===== src/rtl/uart_cfg_if.sv =====
// uart_cfg_if -- processor-side byte interface of the configurable UART.
//
// Signals:
//   rd_uart   pop the RX FIFO head
//   wr_uart   push w_data into the TX FIFO
//   w_data    word to transmit
//   r_data    RX FIFO head (first-word fall-through), 0 while rx_empty
//   rx_empty  RX FIFO empty
//   tx_full   TX FIFO full
//
// Modports: master = processor side, slave = UART side.
interface uart_cfg_if #(
    parameter int DATA_BITS = 8
);
    logic                 rd_uart;
    logic                 wr_uart;
    logic [DATA_BITS-1:0] w_data;
    logic [DATA_BITS-1:0] r_data;
    logic                 rx_empty;
    logic                 tx_full;

    modport master (
        output rd_uart, wr_uart, w_data,
        input  r_data, rx_empty, tx_full
    );

    modport slave (
        input  rd_uart, wr_uart, w_data,
        output r_data, rx_empty, tx_full
    );
endinterface


===== src/rtl/uart_cfg.sv =====
// uart_cfg -- parametrised UART: 16x oversampling receiver, transmitter,
// shared baud tick generator and one FIFO per direction.
//
// Parameters: DATA_BITS (5..8), DVSR (clocks per oversample tick, >=2),
//             STOP_TICKS (16/24/32), FIFO_AW (FIFO depth 2^FIFO_AW),
//             PARITY_ODD (parity sense when parity is compiled in).
// Ports:
//   clk, reset         clock, asynchronous active-high reset
//   rx                 serial input (idle high, asynchronous)
//   clr_err            clears the sticky error flags
//   bus (slave)        processor byte interface (see uart_cfg_if)
//   tx                 serial output (idle high)
//   frame_err          sticky: stop bit sampled low
//   parity_err         sticky: parity mismatch
//   overrun            sticky: frame completed while RX FIFO full
//
// Build option: define UART_PARITY_EN to add a parity bit after the data in
// both directions; without it frames are start+data+stop and parity_err is 0.

module uart_cfg_fifo #(
    parameter int DW = 8,
    parameter int AW = 2
) (
    input  logic          clk,
    input  logic          reset,
    input  logic          wr_i,
    input  logic [DW-1:0] wdata_i,
    input  logic          rd_i,
    output logic [DW-1:0] rdata_o,
    output logic          full_o,
    output logic          empty_o
);
    logic [DW-1:0] mem_q [2**AW];
    logic [AW-1:0] wPtr_q, wPtr_d, rPtr_q, rPtr_d;
    logic          full_q, full_d, empty_q, empty_d;
    logic          doWr, doRd;

    // A write into a full FIFO is allowed only when the head leaves in the
    // same cycle; a read of an empty FIFO never happens.
    assign doWr = wr_i & (~full_q | rd_i);
    assign doRd = rd_i & ~empty_q;

    always_ff @(posedge clk) begin
        if (doWr) mem_q[wPtr_q] <= wdata_i;
    end

    always_comb begin
        wPtr_d  = wPtr_q;
        rPtr_d  = rPtr_q;
        full_d  = full_q;
        empty_d = empty_q;
        case ({doWr, doRd})
            2'b10: begin
                wPtr_d  = wPtr_q + 1'b1;
                empty_d = 1'b0;
                full_d  = ((wPtr_q + 1'b1) == rPtr_q);
            end
            2'b01: begin
                rPtr_d  = rPtr_q + 1'b1;
                full_d  = 1'b0;
                empty_d = ((rPtr_q + 1'b1) == wPtr_q);
            end
            2'b11: begin
                wPtr_d = wPtr_q + 1'b1;
                rPtr_d = rPtr_q + 1'b1;
            end
            default: ;
        endcase
    end

    always_ff @(posedge clk or posedge reset) begin
        if (reset) begin
            wPtr_q  <= '0;
            rPtr_q  <= '0;
            full_q  <= 1'b0;
            empty_q <= 1'b1;
        end else begin
            wPtr_q  <= wPtr_d;
            rPtr_q  <= rPtr_d;
            full_q  <= full_d;
            empty_q <= empty_d;
        end
    end

    assign rdata_o = empty_q ? '0 : mem_q[rPtr_q];
    assign full_o  = full_q;
    assign empty_o = empty_q;
endmodule

module uart_cfg #(
    parameter int DATA_BITS  = 8,
    parameter int DVSR       = 163,
    parameter int STOP_TICKS = 16,
    parameter int FIFO_AW    = 2,
    parameter int PARITY_ODD = 0
) (
    input  logic      clk,
    input  logic      reset,
    input  logic      rx,
    input  logic      clr_err,
    uart_cfg_if.slave bus,
    output logic      tx,
    output logic      frame_err,
    output logic      parity_err,
    output logic      overrun
);
    localparam int   CW        = (DVSR > 1) ? $clog2(DVSR) : 1;
    localparam int   TW        = 5;   // tick counters reach STOP_TICKS-1 <= 31
    localparam int   NW        = 3;   // data bit index reaches DATA_BITS-1 <= 7
    localparam logic PAR_SENSE = (PARITY_ODD != 0);

    typedef enum logic [2:0] {
        RX_IDLE, RX_START, RX_DATA,
`ifdef UART_PARITY_EN
        RX_PARITY,
`endif
        RX_STOP
    } rxState_t;

    typedef enum logic [2:0] {
        TX_IDLE, TX_START, TX_DATA,
`ifdef UART_PARITY_EN
        TX_PARITY,
`endif
        TX_STOP
    } txState_t;

    // Baud tick: one-cycle pulse every DVSR clocks, shared by RX and TX.
    logic [CW-1:0] baudCnt_q, baudCnt_d;
    logic          tick;

    assign tick      = (baudCnt_q == CW'(DVSR - 1));
    assign baudCnt_d = tick ? '0 : baudCnt_q + 1'b1;

    // Two-flop synchroniser plus one more flop to spot the falling edge.
    logic rxMeta_q, rxSync_q, rxPrev_q, rxFall;
    assign rxFall = rxPrev_q & ~rxSync_q;

    always_ff @(posedge clk or posedge reset) begin
        if (reset) begin
            baudCnt_q <= '0;
            rxMeta_q  <= 1'b1;
            rxSync_q  <= 1'b1;
            rxPrev_q  <= 1'b1;
        end else begin
            baudCnt_q <= baudCnt_d;
            rxMeta_q  <= rx;
            rxSync_q  <= rxMeta_q;
            rxPrev_q  <= rxSync_q;
        end
    end

    // FIFOs
    logic                 rxPush, rxFull, rxEmpty;
    logic [DATA_BITS-1:0] rxHead;
    logic                 txPop, txFull, txEmpty;
    logic [DATA_BITS-1:0] txHead;
    logic [DATA_BITS-1:0] rxShift_q, rxShift_d;

    uart_cfg_fifo #(.DW(DATA_BITS), .AW(FIFO_AW)) rxFifo (
        .clk(clk), .reset(reset),
        .wr_i(rxPush), .wdata_i(rxShift_q), .rd_i(bus.rd_uart),
        .rdata_o(rxHead), .full_o(rxFull), .empty_o(rxEmpty)
    );

    uart_cfg_fifo #(.DW(DATA_BITS), .AW(FIFO_AW)) txFifo (
        .clk(clk), .reset(reset),
        .wr_i(bus.wr_uart), .wdata_i(bus.w_data), .rd_i(txPop),
        .rdata_o(txHead), .full_o(txFull), .empty_o(txEmpty)
    );

    assign bus.r_data   = rxHead;
    assign bus.rx_empty = rxEmpty;
    assign bus.tx_full  = txFull;

    // Receiver: start bit checked at its middle (tick 7), every later bit
    // sampled 16 ticks after the previous one; rxDone marks the stop sample.
    rxState_t      rxState_q, rxState_d;
    logic [TW-1:0] rxTick_q, rxTick_d;
    logic [NW-1:0] rxBitN_q, rxBitN_d;
    logic          rxDone;
`ifdef UART_PARITY_EN
    logic          rxParBad_q, rxParBad_d;
`endif

    always_comb begin
        rxState_d = rxState_q;
        rxTick_d  = rxTick_q;
        rxBitN_d  = rxBitN_q;
        rxShift_d = rxShift_q;
        rxDone    = 1'b0;
`ifdef UART_PARITY_EN
        rxParBad_d = rxParBad_q;
`endif
        case (rxState_q)
            RX_IDLE: begin
                if (rxFall) begin
                    rxState_d = RX_START;
                    rxTick_d  = '0;
                end
            end
            RX_START: begin
                if (tick) begin
                    if (rxTick_q == TW'(7)) begin
                        if (!rxSync_q) begin
                            rxState_d = RX_DATA;
                            rxTick_d  = '0;
                            rxBitN_d  = '0;
                        end else begin
                            rxState_d = RX_IDLE;
                        end
                    end else begin
                        rxTick_d = rxTick_q + 1'b1;
                    end
                end
            end
            RX_DATA: begin
                if (tick) begin
                    if (rxTick_q == TW'(15)) begin
                        rxTick_d  = '0;
                        rxShift_d = {rxSync_q, rxShift_q[DATA_BITS-1:1]};
                        if (rxBitN_q == NW'(DATA_BITS - 1)) begin
`ifdef UART_PARITY_EN
                            rxState_d = RX_PARITY;
`else
                            rxState_d = RX_STOP;
`endif
                        end else begin
                            rxBitN_d = rxBitN_q + 1'b1;
                        end
                    end else begin
                        rxTick_d = rxTick_q + 1'b1;
                    end
                end
            end
`ifdef UART_PARITY_EN
            RX_PARITY: begin
                if (tick) begin
                    if (rxTick_q == TW'(15)) begin
                        rxTick_d   = '0;
                        rxParBad_d = rxSync_q ^ (^rxShift_q) ^ PAR_SENSE;
                        rxState_d  = RX_STOP;
                    end else begin
                        rxTick_d = rxTick_q + 1'b1;
                    end
                end
            end
`endif
            RX_STOP: begin
                if (tick) begin
                    if (rxTick_q == TW'(STOP_TICKS - 1)) begin
                        rxDone    = 1'b1;
                        rxState_d = RX_IDLE;
                    end else begin
                        rxTick_d = rxTick_q + 1'b1;
                    end
                end
            end
            default: rxState_d = RX_IDLE;
        endcase
    end

    // A word finishing into a full FIFO is dropped and flagged instead.
    assign rxPush = rxDone & ~rxFull;

    // Transmitter: tx is registered; a pop happens from IDLE or straight out
    // of the last stop tick so consecutive frames have no idle gap.
    txState_t             txState_q, txState_d;
    logic [TW-1:0]        txTick_q, txTick_d;
    logic [NW-1:0]        txBitN_q, txBitN_d;
    logic [DATA_BITS-1:0] txShift_q, txShift_d;
    logic                 txBit_q, txBit_d;
`ifdef UART_PARITY_EN
    logic                 txPar_q, txPar_d;
`endif

    always_comb begin
        txState_d = txState_q;
        txTick_d  = txTick_q;
        txBitN_d  = txBitN_q;
        txShift_d = txShift_q;
        txBit_d   = txBit_q;
        txPop     = 1'b0;
`ifdef UART_PARITY_EN
        txPar_d = txPar_q;
`endif
        case (txState_q)
            TX_IDLE: begin
                if (!txEmpty) txPop = 1'b1;
            end
            TX_START: begin
                if (tick) begin
                    if (txTick_q == TW'(15)) begin
                        txState_d = TX_DATA;
                        txTick_d  = '0;
                        txBitN_d  = '0;
                        txBit_d   = txShift_q[0];
                    end else begin
                        txTick_d = txTick_q + 1'b1;
                    end
                end
            end
            TX_DATA: begin
                if (tick) begin
                    if (txTick_q == TW'(15)) begin
                        txTick_d  = '0;
                        txShift_d = txShift_q >> 1;
                        if (txBitN_q == NW'(DATA_BITS - 1)) begin
`ifdef UART_PARITY_EN
                            txState_d = TX_PARITY;
                            txBit_d   = txPar_q;
`else
                            txState_d = TX_STOP;
                            txBit_d   = 1'b1;
`endif
                        end else begin
                            txBitN_d = txBitN_q + 1'b1;
                            txBit_d  = txShift_q[1];
                        end
                    end else begin
                        txTick_d = txTick_q + 1'b1;
                    end
                end
            end
`ifdef UART_PARITY_EN
            TX_PARITY: begin
                if (tick) begin
                    if (txTick_q == TW'(15)) begin
                        txState_d = TX_STOP;
                        txTick_d  = '0;
                        txBit_d   = 1'b1;
                    end else begin
                        txTick_d = txTick_q + 1'b1;
                    end
                end
            end
`endif
            TX_STOP: begin
                if (tick) begin
                    if (txTick_q == TW'(STOP_TICKS - 1)) begin
                        if (!txEmpty) txPop = 1'b1;
                        else          txState_d = TX_IDLE;
                    end else begin
                        txTick_d = txTick_q + 1'b1;
                    end
                end
            end
            default: txState_d = TX_IDLE;
        endcase

        if (txPop) begin
            txState_d = TX_START;
            txTick_d  = '0;
            txShift_d = txHead;
            txBit_d   = 1'b0;
`ifdef UART_PARITY_EN
            txPar_d = (^txHead) ^ PAR_SENSE;
`endif
        end
    end

    // Sticky errors: a new event outranks a simultaneous clear.
    logic frameErr_q, overrun_q;
`ifdef UART_PARITY_EN
    logic parErr_q;
`endif

    always_ff @(posedge clk or posedge reset) begin
        if (reset) begin
            rxState_q  <= RX_IDLE;
            rxTick_q   <= '0;
            rxBitN_q   <= '0;
            rxShift_q  <= '0;
            txState_q  <= TX_IDLE;
            txTick_q   <= '0;
            txBitN_q   <= '0;
            txShift_q  <= '0;
            txBit_q    <= 1'b1;
            frameErr_q <= 1'b0;
            overrun_q  <= 1'b0;
`ifdef UART_PARITY_EN
            rxParBad_q <= 1'b0;
            txPar_q    <= 1'b0;
            parErr_q   <= 1'b0;
`endif
        end else begin
            rxState_q  <= rxState_d;
            rxTick_q   <= rxTick_d;
            rxBitN_q   <= rxBitN_d;
            rxShift_q  <= rxShift_d;
            txState_q  <= txState_d;
            txTick_q   <= txTick_d;
            txBitN_q   <= txBitN_d;
            txShift_q  <= txShift_d;
            txBit_q    <= txBit_d;
            frameErr_q <= (rxDone & ~rxSync_q) | (frameErr_q & ~clr_err);
            overrun_q  <= (rxDone & rxFull) | (overrun_q & ~clr_err);
`ifdef UART_PARITY_EN
            rxParBad_q <= rxParBad_d;
            txPar_q    <= txPar_d;
            parErr_q   <= (rxPush & rxParBad_q) | (parErr_q & ~clr_err);
`endif
        end
    end

    assign tx        = txBit_q;
    assign frame_err = frameErr_q;
    assign overrun   = overrun_q;
`ifdef UART_PARITY_EN
    assign parity_err = parErr_q;
`else
    // PAR_SENSE only matters with parity compiled in; folding it into the
    // constant keeps the parameter referenced in this build as well.
    assign parity_err = PAR_SENSE & 1'b0;
`endif
endmodule


===== src/flat_wrapper.sv =====
// flat-port wrapper written by rule: the top's interface ports become plain ports
module uart_cfg_flat 
#(
    parameter int DATA_BITS  = 8,
    parameter int DVSR       = 163,
    parameter int STOP_TICKS = 16,
    parameter int FIFO_AW    = 2,
    parameter int PARITY_ODD = 0
)
  (clk, reset, rx, clr_err, tx, frame_err, parity_err, overrun, bus_rd_uart, bus_wr_uart, bus_w_data, bus_r_data, bus_rx_empty, bus_tx_full);
  uart_cfg_if #(.DATA_BITS(DATA_BITS)) bus_i ();
  input  logic clk;
  input  logic reset;
  input  logic rx;
  input  logic clr_err;
  output logic tx;
  output logic frame_err;
  output logic parity_err;
  output logic overrun;
  input wire logic [$bits(bus_i.rd_uart)-1:0] bus_rd_uart;
  input wire logic [$bits(bus_i.wr_uart)-1:0] bus_wr_uart;
  input wire logic [$bits(bus_i.w_data)-1:0] bus_w_data;
  output wire logic [$bits(bus_i.r_data)-1:0] bus_r_data;
  output wire logic [$bits(bus_i.rx_empty)-1:0] bus_rx_empty;
  output wire logic [$bits(bus_i.tx_full)-1:0] bus_tx_full;
  assign bus_i.rd_uart = bus_rd_uart;
  assign bus_i.wr_uart = bus_wr_uart;
  assign bus_i.w_data = bus_w_data;
  assign bus_r_data = bus_i.r_data;
  assign bus_rx_empty = bus_i.rx_empty;
  assign bus_tx_full = bus_i.tx_full;
  uart_cfg #(.DATA_BITS(DATA_BITS), .DVSR(DVSR), .STOP_TICKS(STOP_TICKS), .FIFO_AW(FIFO_AW), .PARITY_ODD(PARITY_ODD)) u_core (.clk(clk), .reset(reset), .rx(rx), .clr_err(clr_err), .bus(bus_i), .tx(tx), .frame_err(frame_err), .parity_err(parity_err), .overrun(overrun));
endmodule

===== config.mk =====
export PLATFORM = sky130hd
export DESIGN_NAME = uart_cfg_flat
export DESIGN_NICKNAME = d
export VERILOG_FILES = /design/src/rtl/uart_cfg_if.sv /design/src/rtl/uart_cfg.sv /design/src/flat_wrapper.sv
export SDC_FILE = /design/constraint.sdc
export NUM_CORES = 1
export LEC_CHECK = 0
export ABC_AREA = 0
export CAP_MARGIN = 20
export CORE_UTILIZATION = 65
export CTS_CLUSTER_DIAMETER = 100
export CTS_CLUSTER_SIZE = 12
export DETAILED_ROUTE_END_ITERATION = 6
export PLACE_DENSITY = 0.93
export SYNTH_ARGS = -nofsm -noshare
export SYNTH_HDL_FRONTEND = slang
export SYNTH_SLANG_ARGS = --single-unit

===== constraint.sdc =====
create_clock -name clk -period 3.8 [get_ports clk]
set_input_delay 0.38 -clock clk [delete_from_list [all_inputs] [get_ports clk]]
set_output_delay 0.38 -clock clk [all_outputs]
set_load 0.05 [all_outputs]

==> Yosys cells after proc, flatten, opt, wreduce, memory -nomap -nowiden <==
Memories as Yosys holds them, arrays and structs flattened.
Cells that the tools add are included.
{ "totals": {"wordCells": 207, "memories": 2, "register_bits": 64, "inputBits": 14, "ram_bits": 64} }
{ "mem_list": {"columns": ["name", "depth", "word_bits", "read_ports", "rd_ports_with_merged_regs", "write_ports", "line_no", "text"], "rows": [
  ["u_core.rxFifo.mem_q", 4, 8, 1, 0, 1, "uart_cfg.sv:33", "logic [DW-1:0] mem_q [2**AW];"],
  ["u_core.txFifo.mem_q", 4, 8, 1, 0, 1, "uart_cfg.sv:33", null]
]} }
{ "classes": {"bitwise": 20, "muxes": 77, "n_eq_ne": 50, "n_addsub": 9, "n_reduce_logical": 26} }
{ "ops": {"columns": ["operator", "n"], "rows": [
  ["$mux W3", 28],
  ["$mux W5", 13],
  ["$mux W8", 7],
  ["$ne A2 B1 Y1 const B", 12],
  ["$pmux W3 S4", 2],
  ["$ne A3 B2 Y1 const B", 7],
  ["$pmux W5 S4", 1],
  ["$mux W1", 16],
  ["$reduce_and A7 Y1", 2],
  ["$reduce_bool A2 Y1", 7],
  ["$eq A3 B2 Y1 const B", 4],
  ["$pmux W1 S2", 6],
  ["$pmux W3 S2", 2],
  ["$add A5 B1 Y5 const B", 2],
  ["$and A1 B1 Y1", 10],
  ["$eq A5 B4 Y1 const B", 2],
  ["$ne A2 B2 Y1 const B", 5],
  ["$pmux W5 S2", 1],
  ["$reduce_or A2 Y1", 5],
  ["$ne A3 B3 Y1 const B", 3],
  ["$reduce_and A9 Y1", 1],
  ["$add A2 B1 Y2 const B", 4],
  ["$add A8 B1 Y8 const B", 1],
  ["$eq A2 B2 Y1", 4],
  ["19 further kinds", 37]
]} }

==> Longest topological paths before layout <==
{ "depth": {"depth_word": 8, "mapped_depth": 10, "ltp_nobuf": 10} }

==> Cells and area by module <==
Synthesis repeated with hierarchy kept, for this count alone.
{ "unflattened": {"hier_cells": 419, "hier_area_um2": 5879.4} }
{ "modules_own_cells": {"columns": ["mod", "instances", "area_per_inst_um2", "cells_each"], "rows": [
  ["uart_cfg_fifo", 2, 1592.8, 86],
  ["uart_cfg", 1, 2693.8, 247]
]} }

==> Least setup slack after synthesis <==
OpenSTA, ideal clock, no wires.
{ "synth_path": {"kind": "register to register", "from": "register u_core.txState_q[0]", "to": "register u_core.txFifo.full_q, in the netlist u_core.txFifo.full_o", "setup_ns": 0.110, "synth_period_minus_slack_ns": 2.464, "arrival_time_ns": 2.353, "path_stages_with_launch": 10, "slack_ns": 1.336, "cell_sequence": "dfrtp_1 > inv_1 > ha_1 > nor2_1 > and2_1 > a32oi_2 > inv_1 > buf_4 > ha_1 > o41ai_1"} }
{ "synth_via": {"elab_chain_cells": 6, "word_cells_on_any_way": 10} }
{ "synth_rtl": {"columns": ["element", "line_no", "text"], "rows": [
  ["start, declared", "uart_cfg.sv:268", "txState_t txState_q, txState_d;"],
  ["start signal, assigned", "uart_cfg.sv:391", "txState_q <= txState_d;"],
  ["$eq A3 B2 Y1 / $logic_not A3 Y1 (equally long branches)", "uart_cfg.sv:287", "case (txState_q)"],
  ["$pmux W1 S2 *", "uart_cfg.sv:287", null],
  ["$or A1 B1 Y1", "uart_cfg.sv:40", "assign doWr = wr_i & (~full_q | rd_i);"],
  ["$and A1 B1 Y1", "uart_cfg.sv:40", null],
  ["$eq A2 B1 Y1 / $eq A2 B2 Y1 (equally long branches)", "uart_cfg.sv:52", "case ({doWr, doRd})"],
  ["$pmux W1 S2 / $reduce_bool A2 Y1 (equally long branches)", null, null],
  ["end signal, assigned", "uart_cfg.sv:80", "full_q <= full_d;"],
  ["end, declared", "uart_cfg.sv:35", "logic full_q, full_d, empty_q, empty_d;"]
]} }
Mark *: on every way between the ends. The rest lies on a longest branch, timed or not.
A chain may end at the register's enable or synchronous reset.

==> Worst setup path after layout <==
Same ends and word-level chain as after synthesis.

==> impl_metrics.tcl <==
set metrics [dict create \
    outcome "finished, final reports clean" \
    path_clk_slew_ns 0.06 \
    netlist_area_sq_mm 0.00591 \
    antenna_cells 0 \
    grt_antenna_before_repair 0 \
    ys_top_cells_by_area "edfxtp_1 33%, dfrtp_1 24%, ha_1 6.8%" \
    wl_per_cell_um 19.4 \
    route.detailed.drc 0 \
    port_buffers 26 \
    ctsLongestPathBuffers 2 \
    synth_cell_type_count 65 \
    cts_buffers 17 \
    grt_max_degree 34 \
    drv_slew 0 \
    final_cell_mix "64 x edfxtp_1, 56 x dfrtp_1, 39 x nand2_1" \
    drive_gt1_share_pct 17.0 \
    grt_pass1_wl_um 18700 \
    power_leakage_nw 2.66 \
    clock_sinks 126 \
    worst_path_largest_cell_delay_ns 0.46 \
    drt_iter0_markers 183 \
    synth_edf_count 64 \
    syn_nets 473 \
    fillers 489 \
    peakVddDrop_v 0.000375 \
    design.portCount 28 \
    power.total_mw 4.06 \
    dp_hpwl_um 7160 \
    area_growth_pct 15.6 \
    vias 3547 \
    finalCritPeriodShare_pct 81.6 \
    fin_nets 509 \
    core_sq_mm 0.00876 \
    cts_tree "built" \
    crit_family "compound AO/OA/AOI/OAI gates" \
    crit_fanout 25 \
    worst_slew_pin_slew_ns 0.856 \
    via_per_inst 6.07 \
    wirelength_um 11300 \
    die-height_um 97.4 \
    start_util_pct 67.4 \
    drv_cap 0 \
    finalSetupViolCount 0 \
    grt_use_total_pct 26.2 \
    fin_worst_skew_ns 0.00608 \
    yosys_warnings 0 \
    fin_tns_setup_ns 0 \
    required_ns 4.18 \
    ys_ff_latch 126 \
    synth_top_area_share_pct 32.5 \
    first_pass_iters 4 \
    setup.worst_path.class "reg -> reg" \
    holdBufCountCts 0 \
    grt_pass1_vias 3793 \
    power_per_cell_area_mw_per_mm2 594 \
    worst-path-stages 8 \
    grt_overflow 0 \
    postCtsSetupBuffers 0 \
    final_common_cell "edfxtp_1" \
    detail-route-antenna-nets 0 \
    worstPathCellList "inv_1 -> ha_1 -> nor2_1 -> and2_1 -> a32oi_2 -> inv_1 -> ha_1 -> o41ai_1" \
    finalHoldViolCount 0 \
    cts_resized 0 \
    rsz0062_at_grt "false" \
    synth_largest_area_cell "edfxtp_1" \
    gp_congestion 0.890 \
    path_buf_inv 2 \
    cts_max_level 4 \
    die-area_sq_mm 0.00948 \
    critPathSlowestCell "ha_1" \
    cp-end-kind "register" \
    rows 34 \
    avgSynthCellArea_sq_um 13.8 \
    ys.flop_type "edfxtp_1" \
    die_width_um 97.4 \
    syn_inst 427 \
    critical_path_arrival_ns 3.49 \
    clock.fmax_mhz 322 \
    slew_headroom_pct 42.5 \
    cp-start-kind "register" \
    hold-path-cell-count 1 \
    synth-seq-area-share_pct 58.9 \
    worstSkewPairLatency_ns 0.52 \
    async_reset_ff_share_pct 49.2 \
    holdCritPathClass "in -> reg" \
    root_buffer "clkbuf_8" \
    ff2ff_path_depth 8 \
    fin_crit_ns 3.10 \
]
power breakdown:
part | internal, mW | switching [mW]
clock network | 0.954 | 0.585
logic | 0.329 | 0.479
registers | 1.57 | 0.141
flip-flops by register name, summed over array words and instances (netlist names), 3 cells and up:
name,cells
u_core.baudCnt_q,8
u_core.rxTick_q,5
u_core.rxBitN_q,3
u_core.rxFifo.mem_q,32
u_core.rxShift_q,8
u_core.txTick_q,5
u_core.txBitN_q,3
u_core.txShift_q,8
u_core.txFifo.mem_q,32
logic make-up (layout without fill, tap and decap cells):
logic type | Yosys count | after routing | share of synthesized area, %
flip-flops | 126 | 126 | 58.9
AND/OR/NAND/NOR | 116 | 116 | 11.1
AO/OA/AOI/OAI | 59 | 59 | 7.58
multiplexers | 41 | 41 | 10.6
buffers and inverters | 35 | 84 | 2.52
adder cells (fa/ha/maj) | 32 | 32 | 6.78
XOR/XNOR | 17 | 17 | 2.52
other | 1 | 1 | 0.0635
per-layer routing:
metal / share of wire (%) / global-route usage, %
met1: 41 / 31.3
met2: 54 / 46.1
met3: 3.1 / 6.33
met4: 1.9 / 9.73
met5: 0 / 0
synthesized netlist by cell type (2+ instances only):
cell and instances:
nor3_1 2, nor4b_1 2, o21ai_0 22, nand2b_1 3, a31oi_1 2, a21oi_1 7
buf_4 2, a211oi_2 2, nand3b_1 3, dfstp_2 6, and2_1 10, edfxtp_1 64
xor2_1 6, o41ai_1 3, clkbuf_1 4, nor2_1 17, dfrtp_1 56, nor4_1 2
nand3_1 10, mux2_2 12, buf_2 2, ha_1 32, xnor2_1 11, o32ai_1 2
nand4_1 2, nor2b_1 12, mux4_2 16, inv_1 25, a22o_1 4, nand2_1 39
mux2i_1 13
worst paths after layout:
check / startpoint / to / slack, ns
min in group asynchronous: reset / u_core.rxShift_q[3] / 0.29
max: u_core.txState_q[0] / u_core.txFifo.full_o / 0.70
min reg2reg: u_core.rxMeta_q / u_core.rxSync_q / 0.36
max in group asynchronous: reset / u_core.rxFifo.empty_o / 2.60
max reg2reg: u_core.txState_q[0] / u_core.txFifo.full_o / 0.70
min: rx / u_core.rxMeta_q / 0.28
layout make-up:
type | instances | area [sq um] | share of cell area (%)
sequential | 126 | 3480 | 51.0
inverter | 25 | 93.8 | 1.37
timing repair buffer | 27 | 268 | 3.92
clock inverter | 12 | 136 | 2.00
multi-input combinational | 266 | 2280 | 33.4
tap | 108 | 135 | 1.98
clock buffer | 20 | 435 | 6.38
per-stage QoR:
| step | cells | worst slack (ns) | instance area, sq um | util [%] | hold WS (ns) |
|---|---|---|---|---|---|
| 4_1_cts | 584 | 0.638 | 6830 | 77.9 | 0.266 |
| 6_report | 584 | 0.698 | 6830 | 77.9 | 0.282 |
| 3_3_place_gp | 552 | 1.07 | 6260 | 71.4 | 0.349 |
| 3_5_place_dp | 552 | 0.892 | 6260 | 71.4 | 0.351 |
| 2_1_floorplan | 427 | 1.34 | 5910 | - | 0.345 |
| 5_1_grt | 584 | 0.505 | 6830 | 77.9 | 0.272 |
(Power assumes the default switching activity.)
